## src/rtl/cache_ctrl_nway.sv

```systemverilog
// N-way set-associative write-back cache controller.
// Sequences hits, write-backs and fills; owns per-set tree PLRU.
module cache_ctrl_nway #(
  parameter int WAYS = 4,
  parameter int SETS = 16,
  localparam int W_W = (WAYS > 1) ? $clog2(WAYS) : 1,
  localparam int S_W = $clog2(SETS)
) (
  input  logic           clk,
  input  logic           rst_n,
  input  logic           cpu_read,
  input  logic           cpu_write,
  output logic           cpu_resp,
  input  logic [S_W-1:0] set_idx,
  input  logic [WAYS-1:0] way_hit,
  input  logic [WAYS-1:0] way_valid,
  input  logic [WAYS-1:0] way_dirty,
  output logic           mem_read,
  output logic           mem_write,
  input  logic           mem_resp,
  output logic           mem_addr_sel,
  output logic [W_W-1:0] way_sel,
  output logic           ld_tag,
  output logic           ld_valid,
  output logic           ld_dirty,
  output logic           dirty_in,
  output logic           ld_data,
  output logic           data_src
);

  localparam int NODES = (WAYS > 1) ? WAYS - 1 : 1;

  typedef enum logic [1:0] {
    IDLE,
    WB,
    FILL
  } state_t;

  state_t         state, state_d;
  logic [W_W-1:0] victim_q;
  logic [W_W-1:0] hit_way;
  logic [W_W-1:0] inv_way;
  logic [W_W-1:0] plru_vict;
  logic [W_W-1:0] vict;
  logic           has_inv;
  logic           vict_dirty;
  logic           req;
  logic           hit;
  logic           lru_upd;

  // Heap-ordered tree: node k has children 2k+1 and 2k+2.
  function automatic logic [NODES-1:0] plru_touch(
    input logic [NODES-1:0] t,
    input logic [W_W-1:0]   w
  );
    logic [NODES-1:0] r;
    r = t;
    for (int l = 0; l < W_W; l++) begin
      for (int p = 0; p < (1 << l); p++) begin
        if ((int'(w) >> (W_W - l)) == p)
          r[(1 << l) - 1 + p] = ~w[W_W-1-l];
      end
    end
    return r;
  endfunction

  function automatic logic [W_W-1:0] plru_victim(
    input logic [NODES-1:0] t
  );
    int   pre;
    logic b;
    pre = 0;
    for (int l = 0; l < W_W; l++) begin
      b = 1'b0;
      for (int p = 0; p < (1 << l); p++) begin
        if (pre == p)
          b = t[(1 << l) - 1 + p];
      end
      pre = 2 * pre + int'(b);
    end
    return W_W'(pre);
  endfunction

  assign req = cpu_read | cpu_write;
  assign hit = |way_hit;

  always_comb begin
    hit_way = '0;
    inv_way = '0;
    has_inv = 1'b0;
    for (int i = WAYS - 1; i >= 0; i--) begin
      if (way_hit[i])
        hit_way = W_W'(i);
      if (!way_valid[i]) begin
        inv_way = W_W'(i);
        has_inv = 1'b1;
      end
    end
  end

  assign vict       = has_inv ? inv_way : plru_vict;
  assign vict_dirty = way_valid[vict] & way_dirty[vict];
  assign lru_upd    = (state == IDLE) & req & hit;

  if (WAYS > 1) begin : g_plru
    logic [SETS-1:0][NODES-1:0] plru_q;

    always_ff @(posedge clk or negedge rst_n) begin
      if (!rst_n)
        plru_q <= '0;
      else if (lru_upd)
        plru_q[set_idx] <= plru_touch(plru_q[set_idx], hit_way);
    end

    assign plru_vict = plru_victim(plru_q[set_idx]);
  end else begin : g_no_plru
    assign plru_vict = '0;
  end

  always_ff @(posedge clk or negedge rst_n) begin
    if (!rst_n) begin
      state    <= IDLE;
      victim_q <= '0;
    end else begin
      state <= state_d;
      if (state == IDLE && req && !hit)
        victim_q <= vict;
    end
  end

  // Outputs are gated by rst_n so they drop the moment reset asserts.
  always_comb begin
    state_d      = state;
    cpu_resp     = 1'b0;
    mem_read     = 1'b0;
    mem_write    = 1'b0;
    mem_addr_sel = 1'b0;
    way_sel      = '0;
    ld_tag       = 1'b0;
    ld_valid     = 1'b0;
    ld_dirty     = 1'b0;
    dirty_in     = 1'b0;
    ld_data      = 1'b0;
    data_src     = 1'b0;
    if (rst_n) begin
      unique case (state)
        IDLE: begin
          if (req && hit) begin
            cpu_resp = 1'b1;
            way_sel  = hit_way;
            if (cpu_write) begin
              ld_data  = 1'b1;
              ld_dirty = 1'b1;
              dirty_in = 1'b1;
            end
          end else if (req) begin
            state_d = vict_dirty ? WB : FILL;
          end
        end
        WB: begin
          mem_write    = 1'b1;
          mem_addr_sel = 1'b1;
          way_sel      = victim_q;
          if (mem_resp)
            state_d = FILL;
        end
        FILL: begin
          mem_read = 1'b1;
          way_sel  = victim_q;
          if (mem_resp) begin
            ld_data  = 1'b1;
            data_src = 1'b1;
            ld_tag   = 1'b1;
            ld_valid = 1'b1;
            ld_dirty = 1'b1;
            state_d  = IDLE;
          end
        end
        default: state_d = IDLE;
      endcase
    end
  end

endmodule
```

## config.mk

```make
export PLATFORM = sky130hd
export DESIGN_NAME = cache_ctrl_nway
export DESIGN_NICKNAME = d
export VERILOG_FILES = /design/src/rtl/cache_ctrl_nway.sv
export SDC_FILE = /design/constraint.sdc
export NUM_CORES = 1
export LEC_CHECK = 0
export CORE_MARGIN = 2
export CORE_UTILIZATION = 45
export CTS_BUF_LIST = sky130_fd_sc_hd__clkbuf_4
export CTS_CLUSTER_DIAMETER = 60
export DETAILED_ROUTE_END_ITERATION = 16
export HOLD_SLACK_MARGIN = 0.12
export PLACE_DENSITY = 0.67
export SLEW_MARGIN = 15
export SYNTH_ARGS = -nofsm -noshare
export SYNTH_HDL_FRONTEND = slang
export SYNTH_SLANG_ARGS = --single-unit
```

## constraint.sdc

```tcl
create_clock -name clk -period 3.34 [get_ports clk]
set_input_delay 0.668 -clock clk [delete_from_list [all_inputs] [get_ports clk]]
set_output_delay 0.668 -clock clk [all_outputs]
set_load 0.01 [all_outputs]
```

==> flow_summary.yaml <==
run_status:
  status: "completed"
critical_path:
  timing.critical_path.to_type: "primary output"
  start_kind: "register"
  cp_cell_sequence: "inv_1 -> ha_1 -> o21ai_0 -> buf_4 -> nor3_1 -> a21oi_1 -> nor2_1 -> clkdlybuf4s50_1"
  timing.critical_path.slowest_cell_delay_ns: 0.54
  worstSetupPathType: "register to primary output"
  critical_path.n_buffers_inverters: 3
  timing.critical_path.slowest_stage_cell: "clkdlybuf4s50_1"
  cp.arrival_ns: 2.39
  worstPathMaxFanout: 5
  worst_ep_required_time_ns: 2.67
  critical_path.top_delay_family: "buffers and inverters"
timing:
  layout_worst_path_cycle_share_pct: 91.6
  count_of_final_max_slew_check_failures: 0
  grt_setup_unrepaired: "no"
  fin_crit_ns: 3.06
  final_number_of_hold_violating_endpoints: 0
  worst_pin_slew_ns: 0.604
  skew_ns: 0.0108
  max_freq_ghz: 0.327
  timing.final.setup_violations: 0
  worst_slew_margin_rel_pct: 59.7
power_and_ir_drop:
  p_sw_w: 0.000696
  pwr-share-seq_pct: 49.7
  combinational_power_share_pct: 36.9
  max_vdd_drop_v: 0.000364
  power.static_leakage_nw: 1.45
  power-per-cell-area_nw_per_um2: 653
  total_power_w: 0.00216
  sw_frac_of_total_pct: 32.2
  pwr-share-clk_pct: 13.5
  power.internal_w: 0.00147
synthesis:
  mean_instance_size_in_the_synthesized_netlist_um2: 11.6
  ys_top_cells_by_area: "dfrtp_1 47%, mux2_2 13%, mux4_2 8.9%"
  postSynth.asyncResetShare_pct: 100
  netlist_area_um2: 2780
  synth_edf_count: 0
  yosys.area.top_type: "dfrtp_1"
  most_repeated_cell_in_the_gate_level_netlist_after_synthesis: "dfrtp_1"
  synth.ff_latch_count: 52
  synth_warnings: 0
  dominantRegCellSynth: "dfrtp_1"
  ys_top_cells_by_count: "52 x dfrtp_1, 33 x mux2_2, 24 x nand2_1"
  synth.yosys.seq_area_share_pct: 46.7
  synthesis.instances: 241
  synth_cell_types: 38
  synth_top_cell_area_share_pct: 46.7
  synthesis.nets: 266
detailed_routing:
  via_per_inst: 5.44
  ant_nets: 0
  remaining_drc_errors: 0
  drt-total-wl_um: 6030
  detailroute.via_count: 1965
  avgRoutedWirePerCell_um: 16.7
  detailedRoute.firstPassIterationCount: 4
  drt_iter0_markers: 49
hold_path:
  hp-class: "primary input to asynchronous set/reset pin"
cells_and_area:
  antenna_cells: 0
  number_of_nets_in_the_final_layout: 310
  stdcell_area_um2: 3310
  syn2layout_area_growth_pct: 18.9
  layout.filler_cells: 539
  drive_above_1_share_pct: 28.0
floorplan:
  full_die_area_um2: 6830
  io_pins: 33
  die_width_um: 82.7
  initial_utilization_pct: 46.7
  fp.coreArea_um2: 5960
  placement_rows: 28
  fp.dieH_um: 82.7
run:
  max_cap_violations: 0
place:
  port_buffers: 32
  detailed_place.area_um2: 3240
  dpl.hpwl_um: 4610
  gpl.final_weighted_congestion: 0.873
clock_network:
  number_of_clock_buffers_inserted_by_tritoncts: 5
  cts_resized: 0
  cts.reportedPaths.clkPinSlew_ns: 0.16
  ctsLongestPathBuffers: 2
  insertion_delay_ns: 0.37
  tritoncts_num_sinks: 52
  cts_tree: "yes"
  cts_htree_levels: 2
  cts.hold.buffers_added: 0
  post-cts-setup-buffer-count: 0
  cts.root.buffer_cell: "clkbuf_4"
global_routing:
  grt_usage_pct: 19.7
  maximum_number_of_pins_on_one_net_before_global_route_repair: 49
  grt_pass1_vias: 2011
  number_of_antenna_violations_at_the_first_check_in_global_routing: 0
  overflow: 0
  grt_first_pass_wirelength_um: 9960
## path summary, 6_finish.rpt
path | end | slack (ns) | cells past startpoint | startpoint
max in group asynchronous | g_plru.plru_q[20] | 2.35 | 2 | rst_n
hold reg to reg | g_plru.plru_q[9] | 0.50 | 2 | g_plru.plru_q[9]
setup / recovery | way_sel[0] | 0.28 | 8 | state[1]
hold / removal | victim_q[0] | 0.12 | 1 | rst_n
min in group clk | g_plru.plru_q[9] | 0.50 | 2 | g_plru.plru_q[9]
setup reg to reg | state[0] | 0.92 | 7 | g_plru.plru_q[36]
## worst register-to-register path, stage by stage, from the launching register on
cell	delay (ns)
dfrtp_1	0.41
mux4_2	0.46
mux2_4	0.31
nor2_4	0.08
a21oi_2	0.04
mux2_4	0.32
mux4_2	0.44
a32o_1	0.27
## area by class of cell
type	instances	area (um2)	area share (%)
well taps	75	93.8	2.84
inverters	5	18.8	0.567
multi-input cells	169	1370	41.3
flip-flops and latches	52	1300	39.3
repair buffers	52	470	14.2
clock inverters	3	21.3	0.643
clock buffers	5	37.5	1.13
## registers in the layout, indices dropped and copies added (netlist names)
name / flops
g_plru.plru_q: 48
state: 2
victim_q: 2
## kinds of logic after synthesis
family	Yosys count	synth area share, %
compound gates	37	7.82
fa+ha+maj	4	1.80
buf+inv	20	4.40
flops	52	46.7
mux	53	25.8
simple gates	75	13.4
## cell usage in the layout, fill, tap and decap left out, types with 4 or more instances in the layout
master	Yosys	layout
a21oi_1	10	10
and2_1	4	4
buf_4	4	20
clkbuf_4	0	5
clkdlybuf4s50_1	0	29
dfrtp_1	52	52
ha_1	4	4
inv_1	5	5
mux2_2	33	33
mux2i_1	7	7
mux4_2	11	11
nand2_1	24	24
nor2_1	17	17
nor2b_1	7	7
nor3_1	7	7
o21ai_0	14	14
## per-stage QoR
step	hold WS (ns)	cells	setup slack, ns	setup TNS (ns)	utilization, %
global placement	0.461	353	0.00238	0	54.4
global route	0.130	361	0.123	0	55.6
CTS	0.130	361	0.0710	0	55.4
finish	0.123	361	0.282	0	55.6
floorplan	0.372	241	0.518	0	-
detailed placement	0.469	353	-0.0298	-0.0298	54.4
## power groups by stage
stage / Clock [W] / Sequential (W) / Combinational, W
after floorplan: 0 / 0.00102 / 0.000594
after global placement: 0 / 0.00108 / 0.000779
after detailed placement: 0 / 0.00109 / 0.000805
after CTS: 0.000298 / 0.00108 / 0.000806
after global routing: 0.000322 / 0.00111 / 0.000887
final: 0.000292 / 0.00107 / 0.000797
## per-layer routing
| metal | GRT usage (%) | up-vias | part of all wire, % |
|---|---|---|---|
| met5 | 0 | - | 0 |
| met1 | 26.9 | 979 | 46 |
| met3 | 3.37 | 5 | 3.5 |
| met2 | 33.4 | 28 | 49 |
| li1 | - | 953 | - |
| met4 | 3.93 | 0 | 0.63 |
No activity file was read; power rests on OpenSTA's default activity.
